**src/rtl/pc_sequencer_pkg.sv**
```systemverilog
// Shared definitions for the PC sequencer: FSM encoding, default addresses
// and the next-PC source selector.
package pc_sequencer_pkg;

    localparam logic [1:0] BOOT  = 2'd0;
    localparam logic [1:0] FETCH = 2'd1;
    localparam logic [1:0] EXEC  = 2'd2;

    localparam logic [31:0] DEFAULT_RESET_PC   = 32'h0000_0000;
    localparam logic [31:0] DEFAULT_EXC_VECTOR = 32'h0000_0080;

    typedef enum logic [2:0] {
        SRC_SEQ,
        SRC_BR,
        SRC_J,
        SRC_JR,
        SRC_EXC,
        SRC_ERET
    } pc_src_e;

    // Word offset to byte offset; the top two bits fall off, matching MIPS.
    function automatic logic [31:0] word_to_byte(input logic [31:0] words);
        return words << 2;
    endfunction

endpackage

```
**src/rtl/pc_sequencer_next_pc_mux.sv**
```systemverilog
// Combinational next-PC selection: strict priority select plus target arithmetic.
// Exception/eret sources exist only when PC_SEQ_EXCEPTION_EN is defined.
module next_pc_mux
    import pc_sequencer_pkg::*;
#(
    parameter int          ADDR_W     = 32,
    parameter logic [31:0] EXC_VECTOR = DEFAULT_EXC_VECTOR
) (
    input  logic [ADDR_W-1:0] pc,
    input  logic [ADDR_W-1:0] pc_plus4,
    input  logic              branch_taken,
    input  logic [31:0]       branch_offset,
    input  logic              jump,
    input  logic [25:0]       jump_target,
    input  logic              jr,
    input  logic [31:0]       jr_addr,
    input  logic              exc,
    input  logic              eret,
    input  logic [ADDR_W-1:0] epc,
    output logic [ADDR_W-1:0] next_pc,
    output pc_src_e           src,
    output logic              take_exc
);

    logic [ADDR_W-1:0] branch_tgt;
    logic [ADDR_W-1:0] jump_tgt;
    logic [ADDR_W-1:0] jr_tgt;

    assign branch_tgt = pc_plus4 + ADDR_W'(word_to_byte(branch_offset));
    assign jump_tgt   = {pc_plus4[ADDR_W-1:28], jump_target, 2'b00};
    assign jr_tgt     = ADDR_W'(jr_addr & 32'hFFFF_FFFC);

    // Lower-priority sources first; later assignments override earlier ones.
    always_comb begin
        src = SRC_SEQ;
        if (jr) begin
            src = SRC_JR;
        end else if (jump) begin
            src = SRC_J;
        end else if (branch_taken) begin
            src = SRC_BR;
        end
`ifdef PC_SEQ_EXCEPTION_EN
        if (jr && (jr_addr[1:0] != 2'b00)) begin
            src = SRC_EXC;
        end
        if (eret) begin
            src = SRC_ERET;
        end
        if (exc) begin
            src = SRC_EXC;
        end
`endif
    end

    always_comb begin
        next_pc = pc_plus4;
        case (src)
            SRC_SEQ:  next_pc = pc_plus4;
            SRC_BR:   next_pc = branch_tgt;
            SRC_J:    next_pc = jump_tgt;
            SRC_JR:   next_pc = jr_tgt;
            SRC_EXC:  next_pc = ADDR_W'(EXC_VECTOR);
            SRC_ERET: next_pc = epc;
            default:  next_pc = pc_plus4;
        endcase
    end

    assign take_exc = (src == SRC_EXC);

`ifndef PC_SEQ_EXCEPTION_EN
    logic unused_exc_inputs;
    assign unused_exc_inputs = ^{exc, eret, pc};
`else
    logic unused_pc;
    assign unused_pc = ^pc;
`endif

endmodule

```
**src/rtl/pc_sequencer.sv**
```systemverilog
// PC owner and fetch sequencer: BOOT -> FETCH -> EXEC loop with next-PC mux.
// Define PC_SEQ_EXCEPTION_EN to enable exc/eret handling and the epc register.
module pc_sequencer
    import pc_sequencer_pkg::*;
#(
    parameter logic [31:0] RESET_PC   = DEFAULT_RESET_PC,
    parameter logic [31:0] EXC_VECTOR = DEFAULT_EXC_VECTOR,
    parameter int          ADDR_W     = 32
) (
    input  logic              clk,
    input  logic              rst,
    output logic              imem_req,
    output logic [ADDR_W-1:0] imem_addr,
    input  logic              imem_ack,
    input  logic              instr_done,
    input  logic              stall,
    input  logic              branch_taken,
    input  logic [31:0]       branch_offset,
    input  logic              jump,
    input  logic [25:0]       jump_target,
    input  logic              jr,
    input  logic [31:0]       jr_addr,
    input  logic              exc,
    input  logic              eret,
    output logic [ADDR_W-1:0] pc_out,
    output logic [ADDR_W-1:0] pc_plus4,
    output logic [ADDR_W-1:0] epc,
    output logic              fetch_valid
);

    logic [1:0]        state_reg;
    logic [ADDR_W-1:0] pc_reg;
    logic [ADDR_W-1:0] epc_reg;
    logic [ADDR_W-1:0] next_pc;
    pc_src_e           next_src;
    logic              take_exc;
    logic              retire;

    assign retire = (state_reg == EXEC) && instr_done && !stall;

    next_pc_mux #(
        .ADDR_W     (ADDR_W),
        .EXC_VECTOR (EXC_VECTOR)
    ) u_next_pc_mux (
        .pc            (pc_reg),
        .pc_plus4      (pc_plus4),
        .branch_taken  (branch_taken),
        .branch_offset (branch_offset),
        .jump          (jump),
        .jump_target   (jump_target),
        .jr            (jr),
        .jr_addr       (jr_addr),
        .exc           (exc),
        .eret          (eret),
        .epc           (epc_reg),
        .next_pc       (next_pc),
        .src           (next_src),
        .take_exc      (take_exc)
    );

    // Request is a pure decode of the state so an async reset drops it at once.
    always_ff @(posedge clk or posedge rst) begin
        if (rst) begin
            state_reg <= BOOT;
            pc_reg    <= ADDR_W'(RESET_PC);
        end else begin
            case (state_reg)
                BOOT: begin
                    state_reg <= FETCH;
                end
                FETCH: begin
                    if (imem_ack) begin
                        state_reg <= EXEC;
                    end
                end
                EXEC: begin
                    if (retire) begin
                        pc_reg    <= next_pc;
                        state_reg <= FETCH;
                    end
                end
                default: begin
                    state_reg <= BOOT;
                end
            endcase
        end
    end

`ifdef PC_SEQ_EXCEPTION_EN
    always_ff @(posedge clk or posedge rst) begin
        if (rst) begin
            epc_reg <= '0;
        end else if (retire && take_exc) begin
            epc_reg <= pc_reg;
        end
    end
    logic unused_src;
    assign unused_src = ^next_src;
`else
    assign epc_reg = '0;
    logic unused_exc_path;
    assign unused_exc_path = ^{take_exc, next_src};
`endif

    assign imem_req    = (state_reg == FETCH);
    assign imem_addr   = pc_reg;
    assign fetch_valid = imem_req && imem_ack;
    assign pc_out      = pc_reg;
    assign pc_plus4    = pc_reg + ADDR_W'(4);
    assign epc         = epc_reg;

endmodule
```
**config.mk**
```make
export PLATFORM = sky130hd
export DESIGN_NAME = pc_sequencer
export DESIGN_NICKNAME = d
export VERILOG_FILES = /design/src/rtl/pc_sequencer_pkg.sv /design/src/rtl/pc_sequencer_next_pc_mux.sv /design/src/rtl/pc_sequencer.sv
export SDC_FILE = /design/constraint.sdc
export NUM_CORES = 1
export LEC_CHECK = 0
export BUFFER_PORTS_ARGS = -buffer_cell sky130_fd_sc_hd__buf_2
export CAP_MARGIN = 25
export CELL_PAD_IN_SITES_DETAIL_PLACEMENT = 0
export CELL_PAD_IN_SITES_GLOBAL_PLACEMENT = 1
export CORE_MARGIN = 2
export CORE_UTILIZATION = 25
export CTS_BUF_LIST = sky130_fd_sc_hd__clkbuf_2 sky130_fd_sc_hd__clkbuf_4 sky130_fd_sc_hd__clkbuf_8
export DETAILED_ROUTE_END_ITERATION = 7
export MAX_ROUTING_LAYER = met4
export PLACE_DENSITY_LB_ADDON = 0.05
export SLEW_MARGIN = 20
export SYNTH_ARGS = -nofsm -noshare
export SYNTH_HDL_FRONTEND = slang
export SYNTH_SLANG_ARGS = --single-unit
```
**constraint.sdc**
```tcl
create_clock -name clk -period 3.9 [get_ports clk]
set_input_delay 0.78 -clock clk [delete_from_list [all_inputs] [get_ports clk]]
set_output_delay 0.78 -clock clk [all_outputs]
set_load 0.005 [all_outputs]
```
==> results.toml, run 1 <==
[outcome]
run_status = "completed"

[synth]
syn-cell-area_um2 = 4700
synth_fa_ha_area_share_pct = 9.48
post_synth_edffs = 0
postSynthCellCount = 632
synth_top_area_share_pct = 17.0
synth_seq_area_share_pct = 17.0
yosysWarnings = 0
ys_seq_elements = 32
post_synth_main_area_contributors = "dfrtp_1 17%, buf_4 11%, ha_1 9.1%, a21oi_1 7.1%, xnor2_1 6.3%"
yosysMostFrequentCell = "nand2_1"
synth.area.mux_share_pct = 0.639
post_synth_most_frequent_cells = "69 x nand2_1, 68 x buf_4, 67 x a21oi_1, 40 x nor2_1, 40 x o21ai_0"
synthArstFlopShare_pct = 100
post_synth_and_or_nand_nor_area_fraction_pct = 19.2
xor_xnor_share_of_the_synthesized_area_pct = 10.0
synth_area_leader_cell = "dfrtp_1"
synth.lib_cells_used.distinct = 69
synth_compound_area_share_pct = 29.2
post_synth.cell_area_avg_um2 = 7.44
synth_top_family_by_area = "compound AO/OA/AOI/OAI gates"
synthFlopType = "dfrtp_1"

[power]
internal-power_uw = 2310
pwr_density_cell_nw_per_um2 = 709
ir_drop_v = 0.000287
power.sequential.fraction_pct = 15.7
power.combinational.fraction_pct = 77.9
power.share.clock_pct = 6.4
switching_share_of_power_pct = 49.5
power.leakage_uw = 0.00321
p_sw_uw = 2260

[die]
initial_core_util_pct = 25.3
die-width_um = 141
dieArea_um2 = 19900
num_rows = 50
fp.coreArea_um2 = 18600
die_h_um = 141
ios = 230

[drt]
post-route-drc-count = 0
wire_length_per_cell_um = 19.3
detailedRoute.firstPassIterationCount = 5
via_count = 5458
postRouteAntennaNets = 0
avgViaCountPerCell = 4.94
drt_iter0_drc = 272
wl_mm = 21.3

[critical_path]
critical_path_peak_fanout = 6
r2r-start = "imem_addr[2]$_DFFE_PP0P_"
worstPathBufferInverterCount = 2
worst_setup_path_end_kind = "register"
timing.critical_path.slowest_cell_delay_ns = 0.49
critical_path_arrival_ns = 3.84
cp-start-kind = "register"
timing.critical_path.slowest_stage_cell = "o41ai_4"
crit_required_ns = 4.09
critPathTopFamily = "simple AND/OR/NAND/NOR gates"
crit_path_cell_trace = "ha_1 > nand2_1 > nor3_2 > buf_4 > nand3_1 > xnor2_1 > buf_4 > ha_1 > nand2_1 > or3_4 > nor3_4 > a2111oi_4 > o41ai_4 > xor2_2 > o221a_2"
worstSetupPathType = "reg -> reg"
worst_setup_path_startpoint = "imem_addr[2]$_DFFE_PP0P_"

[final_layout]
flow.area_growth_from_synthesis_pct = 37.1
largest_reg_flops = 30
post-route-util_pct = 34.7
nets = 1005
diodes = 0
layout-drive-gt1-share_pct = 37.8
filler_cell_count = 2067

[placed_design]
preCtsSetupSlack_ns = 0.0271
detailed_place_hpwl_mm = 17.3
numPortBuffers = 185
routability_congestion = 0.897

[clock_network]
clockBufferDepth = 2
holdBufCountCts = 0
clkTransAtPathRegs_ns = 0.08
tritoncts = "yes"
clock_tree.root_cell = "clkbuf_8"
clk_lat_worst_skew_ns = 0.30
cts.sink_count = 32
cts-buffers-inserted = 5
cts_max_level = 2

[global_routing]
grt_antenna_before_repair = 0
grt_overflow_total = 0
first_global_vias = 5215
global_route.usage.total_pct = 21.2
grt_first_pass_wirelength_mm = 31.2
grt_max_degree = 42

[sta]
worstMarginPinSlew_ns = 0.777
final_critical_path_setup_slack_ns = 0.259
post-route-period-util_pct = 93.4
slew_violations = 0
setup_viol_count_final = 0
fmax_mhz = 275
timing.final.hold_violations = 0
setup_tns_ns = 0
grt_setup_unrepaired = "false"
timing.slew.headroom_pct = 48.2
post-route-min-period_ns = 3.64
finClkSkew_ns = 0.00811

[min_path]
worstHoldPathType = "reg -> reg"
min_delay_src = "state_reg[1]$_DFFE_PP0P_"

[job]
maxcap_violations = 0
through the flow:
step,cell area (um2),hold WS [ns],power [uW],std cells
global placement,6210,0.533,4160,1096
detailed placement,6210,0.548,4150,1096
CTS,6300,0.564,4470,1104
floorplan,4840,0.508,2670,669
global route,6440,0.604,4970,1105
finish,6440,0.562,4570,1105
placed cells by master, fill, tap and decap left out, drive strengths merged, types with 9 or more instances in the layout:
master	n
conb	38
dfrtp	32
inv	20
and3	10
o21ai	40
buf	286
a31oi	9
ha	34
a21o	14
nand3	27
a21oi	67
xor2	19
nor2	40
o22ai	14
nand2	69
xnor2	34
final timing paths:
| path | slack (ns) | cells past startpoint | end |
|---|---|---|---|
| worst max register to register | 0.26 | 15 | imem_addr[28]$_DFFE_PP0P_ |
| worst max-delay path | 0.26 | 15 | imem_addr[28]$_DFFE_PP0P_ |
| max in group asynchronous | 2.52 | 3 | imem_addr[4]$_DFFE_PP0P_ |
| worst min-delay path | 0.56 | 1 | state_reg[1]$_DFFE_PP0P_ |
| min in group asynchronous | 0.61 | 2 | imem_addr[31]$_DFFE_PP0P_ |
| worst min register to register | 0.56 | 1 | state_reg[1]$_DFFE_PP0P_ |
power groups by stage:
stage | sequential [uW] | combinational (uW) | clock [uW]
floorplan | 728 | 1950 | 0
global placement | 715 | 3440 | 0
detailed placement | 718 | 3430 | 0
CTS | 714 | 3450 | 299
global route | 747 | 3910 | 315
finish | 716 | 3560 | 293
per-layer routing:
metal | track usage, % | share of wire [%] | up-vias
met1 | 29.9 | 48 | 2572
met3 | 1.97 | 4.8 | 16
met4 | 4.68 | 1.4 | 0
met2 | 33.2 | 45 | 203
met5 | - | 0 | -
li1 | - | - | 2667
cells by family (layout without fill, tap and decap cells):
family,Yosys count,in the layout
xor gates and xnor gates,53,53
muxes,3,3
adders and majority gates,35,35
AOI/OAI and AO/OA,210,210
other,1,38
and+or+nand+nor,186,186
DFF,32,32
buffers and inverters,112,314
layout make-up:
type                       instances  area [um2]  area share (%)
clock inverter                     2        10.0           0.155
multi-input combinational        525        3500            54.3
clock buffer                       6        82.6            1.28
sequential                        32         802            12.4
timing repair buffer             286        1680            26.1
inverter                          20        75.1            1.16
tap                              234         293            4.54
worst register-to-register path, stage by stage, from the launching register on:
cell and delay (ns):
dfrtp_1 0.43, ha_1 0.22, nand2_1 0.10, nor3_2 0.11, buf_4 0.18, nand3_1 0.10, xnor2_1 0.15, buf_4 0.15
ha_1 0.32, nand2_1 0.09, or3_4 0.40, nor3_4 0.25, a2111oi_4 0.13, o41ai_4 0.49, xor2_2 0.15, o221a_2 0.27
what timing repair did:
| item | CTS | global route |
|---|---|---|
| pin swaps | 0 | 4 |
| setup endpoints to repair | 1 | 10 |
| setup buffers | 0 | 1 |
| gates resized for setup | 1 | 25 |
No activity file was read; power rests on OpenSTA's default activity.
==> inputs of run 2 (changes only) <==
--- a/config.mk
+++ b/config.mk
@@ -11,7 +11,7 @@
 export CELL_PAD_IN_SITES_GLOBAL_PLACEMENT = 1
 export CORE_MARGIN = 2
 export CORE_UTILIZATION = 25
-export CTS_BUF_LIST = sky130_fd_sc_hd__clkbuf_2 sky130_fd_sc_hd__clkbuf_4 sky130_fd_sc_hd__clkbuf_8
+export CTS_BUF_LIST = sky130_fd_sc_hd__clkbuf_2
 export DETAILED_ROUTE_END_ITERATION = 7
 export MAX_ROUTING_LAYER = met4
 export PLACE_DENSITY_LB_ADDON = 0.05
==> run 2 against run 1 <==
Effect of this change: via count hardly changed; clock power down 38%; wire length grew 0.17%; die area is the same; critical path depth decreased by 1; combinational power hardly changed; register-to-register slack worse by 0.08 ns; final cell count hardly changed; power decreased by 2.7%; clock skew is 0.0099 ns higher; critical path type unchanged; critical endpoint unchanged.
==> results.toml, run 2 (synthesized netlist as in run 1, its figures left out) <==
[outcome]
run_status = "completed"

[power]
power.combinational.fraction_pct = 79.8
power.share.clock_pct = 4.1
switching_share_of_power_pct = 50.6
power.sequential.fraction_pct = 16.1
pwr_density_cell_nw_per_um2 = 697
ir_drop_v = 0.000284
p_sw_uw = 2250
internal-power_uw = 2200
totalPowerFinal_uw = 4440
power.leakage_uw = 0.00318

[final_layout]
post-route-util_pct = 34.3
layout_commonest_cell = "buf_2"
multi_input_area_um2 = 3470
nets = 1005
filler_cell_count = 2070
layout-drive-gt1-share_pct = 37.4
largest_reg_flops = 30
mostFrequentLayoutCells = "185 x buf_2, 101 x buf_4, 69 x nand2_1"
regArea_um2 = 803
flow.area_growth_from_synthesis_pct = 35.6

[sta]
worstMarginPinSlew_ns = 0.783
timing.slew.headroom_pct = 47.7
setup_viol_count_final = 0
timing.final.hold_violations = 0
post-route-period-util_pct = 95.3
post-route-min-period_ns = 3.72
setup_tns_ns = 0
finClkSkew_ns = 0.0180
slew_violations = 0
fmax_mhz = 269

[die]
initial_core_util_pct = 25.3
dieArea_um2 = 19900
die-width_um = 141
ios = 230
fp.coreArea_um2 = 18600
num_rows = 50
die_h_um = 141

[global_routing]
busiest_layer = "met2"
grt_first_pass_wirelength_mm = 31.2
grt_overflow_total = 0
first_global_vias = 5206
global_route.usage.met2_pct = 33.1
grt_antenna_before_repair = 1
met3_usage_pct = 1.97
grt_max_degree = 42
global_route.usage.total_pct = 21.2
grt_util_met1_pct = 29.9

[job]
maxcap_violations = 0

[placed_design]
numPortBuffers = 185
detailed_place_hpwl_mm = 17.3
routability_congestion = 0.897

[clock_network]
tritoncts = "yes"
holdBufCountCts = 0
cts_max_level = 2
clock_tree.root_cell = "clkbuf_2"
cts-buffers-inserted = 5
clk_lat_worst_skew_ns = 0.42
clkTransAtPathRegs_ns = 0.21
clockBufferDepth = 2
cts.sink_count = 32

[critical_path]
r2r.worst_path.cells = 14
critical_path_arrival_ns = 4.06
worstSetupPathType = "reg -> reg"
crit_path_cell_trace = "and3_1 > nand4_1 > buf_4 > nor4_1 > nand2_1 > xnor2_1 > buf_4 > ha_1 > a21oi_1 > o21ai_1 > a41oi_1 > o41ai_4 > xor2_2 > o221a_2"
crit-reg2reg-capture = "imem_addr[28]$_DFFE_PP0P_"
critPathTopFamily = "compound AO/OA/AOI/OAI gates"
worstPathBufferInverterCount = 2
r2r-start = "imem_addr[4]$_DFFE_PP0P_"
worst_path_most_repeated_cell = "buf_4"
critical_path_peak_fanout = 6
timing.critical_path.slowest_cell_delay_ns = 0.50
worst_setup_path_end_kind = "register"
r2r_setup_slack_ns = 0.18
crit_required_ns = 4.25
cp-start-kind = "register"
timing.critical_path.slowest_stage_cell = "o41ai_4"

[min_path]
worstHoldPathType = "in -> async"

[drt]
via_count = 5459
wl_mm = 21.4
detailedRoute.firstPassIterationCount = 5
wire_length_per_cell_um = 19.3
avgViaCountPerCell = 4.94
drt_iter0_drc = 292
post-route-drc-count = 0
postRouteAntennaNets = 0
-- run 2: layout make-up --
cell class	count	area share, %
inverters	20	1.18
flip-flops and latches	32	12.6
well taps	234	4.60
clock buffers	5	0.393
clock inverters	3	0.216
repair buffers	286	26.4
diodes	1	0.0393
multi-input cells	525	54.5
-- run 2: metal layers --
layer,wire length (um),vias to the layer above
met5,0,-
met4,344,0
met1,10300,2563
li1,-,2672
met3,1140,19
met2,9580,205
-- run 2: how the worst max path moves through the flow --
| stage | startpoint | to | slack (ns) | cells past startpoint |
|---|---|---|---|---|
| 2_1_floorplan | imem_addr[6]$_DFFE_PP0P_ | imem_addr[28]$_DFFE_PP0P_ | 0.41 | 13 |
| 3_3_place_gp | imem_addr[8]$_DFFE_PP0P_ | imem_addr[28]$_DFFE_PP0P_ | 0.06 | 14 |
| 3_5_place_dp | imem_addr[7]$_DFFE_PP0P_ | imem_addr[28]$_DFFE_PP0P_ | 0.03 | 14 |
| 4_1_cts | imem_addr[7]$_DFFE_PP0P_ | imem_addr[28]$_DFFE_PP0P_ | 0.05 | 12 |
| 5_1_grt | imem_addr[2]$_DFFE_PP0P_ | imem_addr[31]$_DFFE_PP0P_ | -0.03 | 17 |
| 6_report | imem_addr[4]$_DFFE_PP0P_ | imem_addr[28]$_DFFE_PP0P_ | 0.18 | 14 |
-- run 2: what timing repair did --
action / 4_1_cts / 5_1_grt
resized for setup: 1 / 22
pin swaps: 0 / 4
endpoints found under the setup margin: 1 / 10
buffers inserted: 0 / 1
-- run 2: through the flow --
| stage | cells | hold WS [ns] | instance area [um2] | worst slack (ns) |
|---|---|---|---|---|
| 2_1_floorplan | 669 | 0.508 | 4840 | 0.405 |
| 3_3_place_gp | 1096 | 0.533 | 6210 | 0.0637 |
| 3_5_place_dp | 1096 | 0.548 | 6210 | 0.0271 |
| 4_1_cts | 1104 | 0.437 | 6250 | 0.0463 |
| 5_1_grt | 1106 | 0.471 | 6370 | -0.0289 |
| 6_report | 1106 | 0.454 | 6370 | 0.182 |
-- run 2: worst register-to-register path: stages (launching register included) --
cell     delay, ns
dfrtp_2       0.45
and3_1        0.24
nand4_1       0.19
buf_4         0.21
nor4_1        0.32
nand2_1       0.17
xnor2_1       0.16
buf_4         0.15
ha_1          0.28
a21oi_1       0.06
o21ai_1       0.32
a41oi_1       0.17
o41ai_4       0.50
xor2_2        0.14
o221a_2       0.27
-- run 2: power by group through the flow --
stage | combinational [uW] | clock [uW] | sequential [uW]
detailed placement | 3430 | 0 | 718
CTS | 3450 | 190 | 712
floorplan | 1950 | 0 | 728
finish | 3540 | 182 | 716
global placement | 3440 | 0 | 715
global route | 3900 | 203 | 744
==> inputs of run 3 (changes only) <==
--- a/config.mk
+++ b/config.mk
@@ -9,7 +9,7 @@
 export CAP_MARGIN = 25
 export CELL_PAD_IN_SITES_DETAIL_PLACEMENT = 0
 export CELL_PAD_IN_SITES_GLOBAL_PLACEMENT = 1
-export CORE_MARGIN = 2
+export CORE_MARGIN = 8
 export CORE_UTILIZATION = 25
 export CTS_BUF_LIST = sky130_fd_sc_hd__clkbuf_2
 export DETAILED_ROUTE_END_ITERATION = 7
==> run 3 against run 2 <==
Effect of this change: worst setup slack worse by 0.029 ns; largest cell class unchanged; non-clock buffer count down 10; sequential power up 1%; sequential share of layout area up 0.15 points; final cell count down 0.99%.
==> results.toml, run 3 (synthesized netlist as in run 1, its figures left out) <==
[critical_path]
r2r-start = "imem_addr[2]$_DFFE_PP0P_"
crit_required_ns = 4.21
worstSetupPathType = "reg -> reg"
crit-reg2reg-capture = "imem_addr[25]$_DFFE_PP0P_"
cp-start-kind = "register"
r2r_setup_slack_ns = 0.15
worst_setup_path_end_kind = "register"
r2r.worst_path.cells = 14
critical_path_peak_fanout = 5
critical_path_arrival_ns = 4.05

[sta]
worstMarginPinSlew_ns = 0.676
timing.final.hold_violations = 0
timing.slew.headroom_pct = 54.8
post-route-min-period_ns = 3.75
slew_violations = 0
post-route-period-util_pct = 96.1
setup_viol_count_final = 0
finClkSkew_ns = 0.0352
fmax_mhz = 267
grt_setup_unrepaired = "true"

[min_path]
worstHoldPathType = "in -> async"

[clock_network]
cts-buffers-inserted = 5
clkTransAtPathRegs_ns = 0.21
clockBufferDepth = 2
cts_max_level = 2
clock_tree.root_cell = "clkbuf_2"
holdBufCountCts = 0
clk_lat_worst_skew_ns = 0.42
tritoncts = "yes"
cts.sink_count = 32

[global_routing]
first_global_vias = 5589
grt_first_pass_wirelength_mm = 33.8
grt_antenna_before_repair = 1
grt_overflow_total = 0
grt_max_degree = 42
global_route.usage.total_pct = 18.8

[placed_design]
detailed_place_hpwl_mm = 18.2
routability_congestion = 0.904
place_area_um2 = 6120
numPortBuffers = 185

[drt]
via_count = 5422
wire_length_per_cell_um = 20.3
drt_iter0_drc = 316
postRouteAntennaNets = 0
wl_mm = 22.2
avgViaCountPerCell = 4.95
post-route-drc-count = 0
detailedRoute.firstPassIterationCount = 4

[job]
maxcap_violations = 0

[power]
ir_drop_v = 0.000263
pwr_density_cell_nw_per_um2 = 703
power.leakage_uw = 0.00312

[final_layout]
nets = 995
flow.area_growth_from_synthesis_pct = 33.8
filler_cell_count = 2085
mostFrequentLayoutCells = "185 x buf_2, 91 x buf_4, 69 x nand2_1"
layout_commonest_cell = "buf_2"
post-route-util_pct = 33.8
postLayoutCellArea_um2 = 6290
layout-drive-gt1-share_pct = 36.7
largest_reg_flops = 30

[die]
dieArea_um2 = 23400
initial_core_util_pct = 25.3
ios = 230
die_h_um = 153
die-width_um = 153
fp.coreArea_um2 = 18600
num_rows = 50

[outcome]
run_status = "completed"
==> run 3: changes by cell type in the layout (fill, tap and decap cells not counted), moves of 2 or more <==
cell | before | now
buf_4 | 101 | 91
ha_1 | 33 | 31
nor2_1 | 37 | 40
nor2_2 | 2 | 0
==> run 3: area by class of cell <==
type,count,area [um2],share of cell area [%]
Tap cell,234,293,4.66
Sequential cell,32,802,12.8
Clock buffer,6,30.0,0.478
Inverter,20,75.1,1.19
Antenna cell,1,2.50,0.0398
Multi-Input combinational cell,525,3470,55.2
Clock inverter,1,5.00,0.0796
Timing Repair Buffer,276,1610,25.6
==> run 3: repair_timing <==
| action | in CTS | in global routing |
|---|---|---|
| endpoints found under the setup margin | 0 | 11 |
| setup buffers | 0 | 2 |
| endpoints found under the hold margin | 0 | 0 |
| gates resized for setup | 0 | 24 |
==> run 3: where the power goes <==
group | leakage (uW) | total [uW] | internal [uW] | switching [uW]
logic | 0.00272 | 3510 | 1640 | 1870
registers | 0.000378 | 726 | 483 | 244
clock network | 0.0000288 | 179 | 42.7 | 136
total | 0.00312 | 4420 | 2170 | 2250
==> run 3: stage by stage <==
stage	TNS, ns	hold WS (ns)	power (uW)	setup WS (ns)	std cells
floorplan	0	0.508	2670	0.405	669
global placement	0	0.533	4130	0.0970	1085
detailed placement	0	0.544	4130	0.0661	1085
CTS	0	0.424	4330	0.0642	1092
global route	-0.0279	0.420	4810	-0.0167	1095
finish	0	0.425	4420	0.153	1095
==> run 3: worst max-delay path, cell delays in order, from the launching register on <==
cell and delay, ns:
dfrtp_1 0.48, ha_2 0.22, nand2_1 0.10, or3_1 0.43, xnor2_2 0.19, ha_1 0.36, nand2_1 0.14, nor2_1 0.27
o2111ai_2 0.24, a211oi_2 0.30, buf_4 0.15, o211ai_1 0.10, o2bb2ai_1 0.19, xor2_1 0.32, o22ai_1 0.14
==> run 3: worst max-delay path by stage <==
| stage | from | endpoint | slack (ns) | cells after the start |
|---|---|---|---|---|
| detailed placement | imem_addr[7]$_DFFE_PP0P_ | imem_addr[28]$_DFFE_PP0P_ | 0.07 | 12 |
| global route | imem_addr[2]$_DFFE_PP0P_ | imem_addr[31]$_DFFE_PP0P_ | -0.02 | 15 |
| finish | imem_addr[2]$_DFFE_PP0P_ | imem_addr[25]$_DFFE_PP0P_ | 0.15 | 14 |
| global placement | imem_addr[8]$_DFFE_PP0P_ | imem_addr[28]$_DFFE_PP0P_ | 0.1 | 12 |
| CTS | imem_addr[7]$_DFFE_PP0P_ | imem_addr[28]$_DFFE_PP0P_ | 0.06 | 12 |
| floorplan | imem_addr[6]$_DFFE_PP0P_ | imem_addr[28]$_DFFE_PP0P_ | 0.41 | 13 |
==> run 3: per-layer routing <==
metal	vias to the layer above	GRT usage (%)	wire length, um
met1	2568	25.7	10700
met3	9	2.26	1100
met5	-	-	0
li1	2654	-	-
met4	0	2.97	162
met2	191	29.8	10300
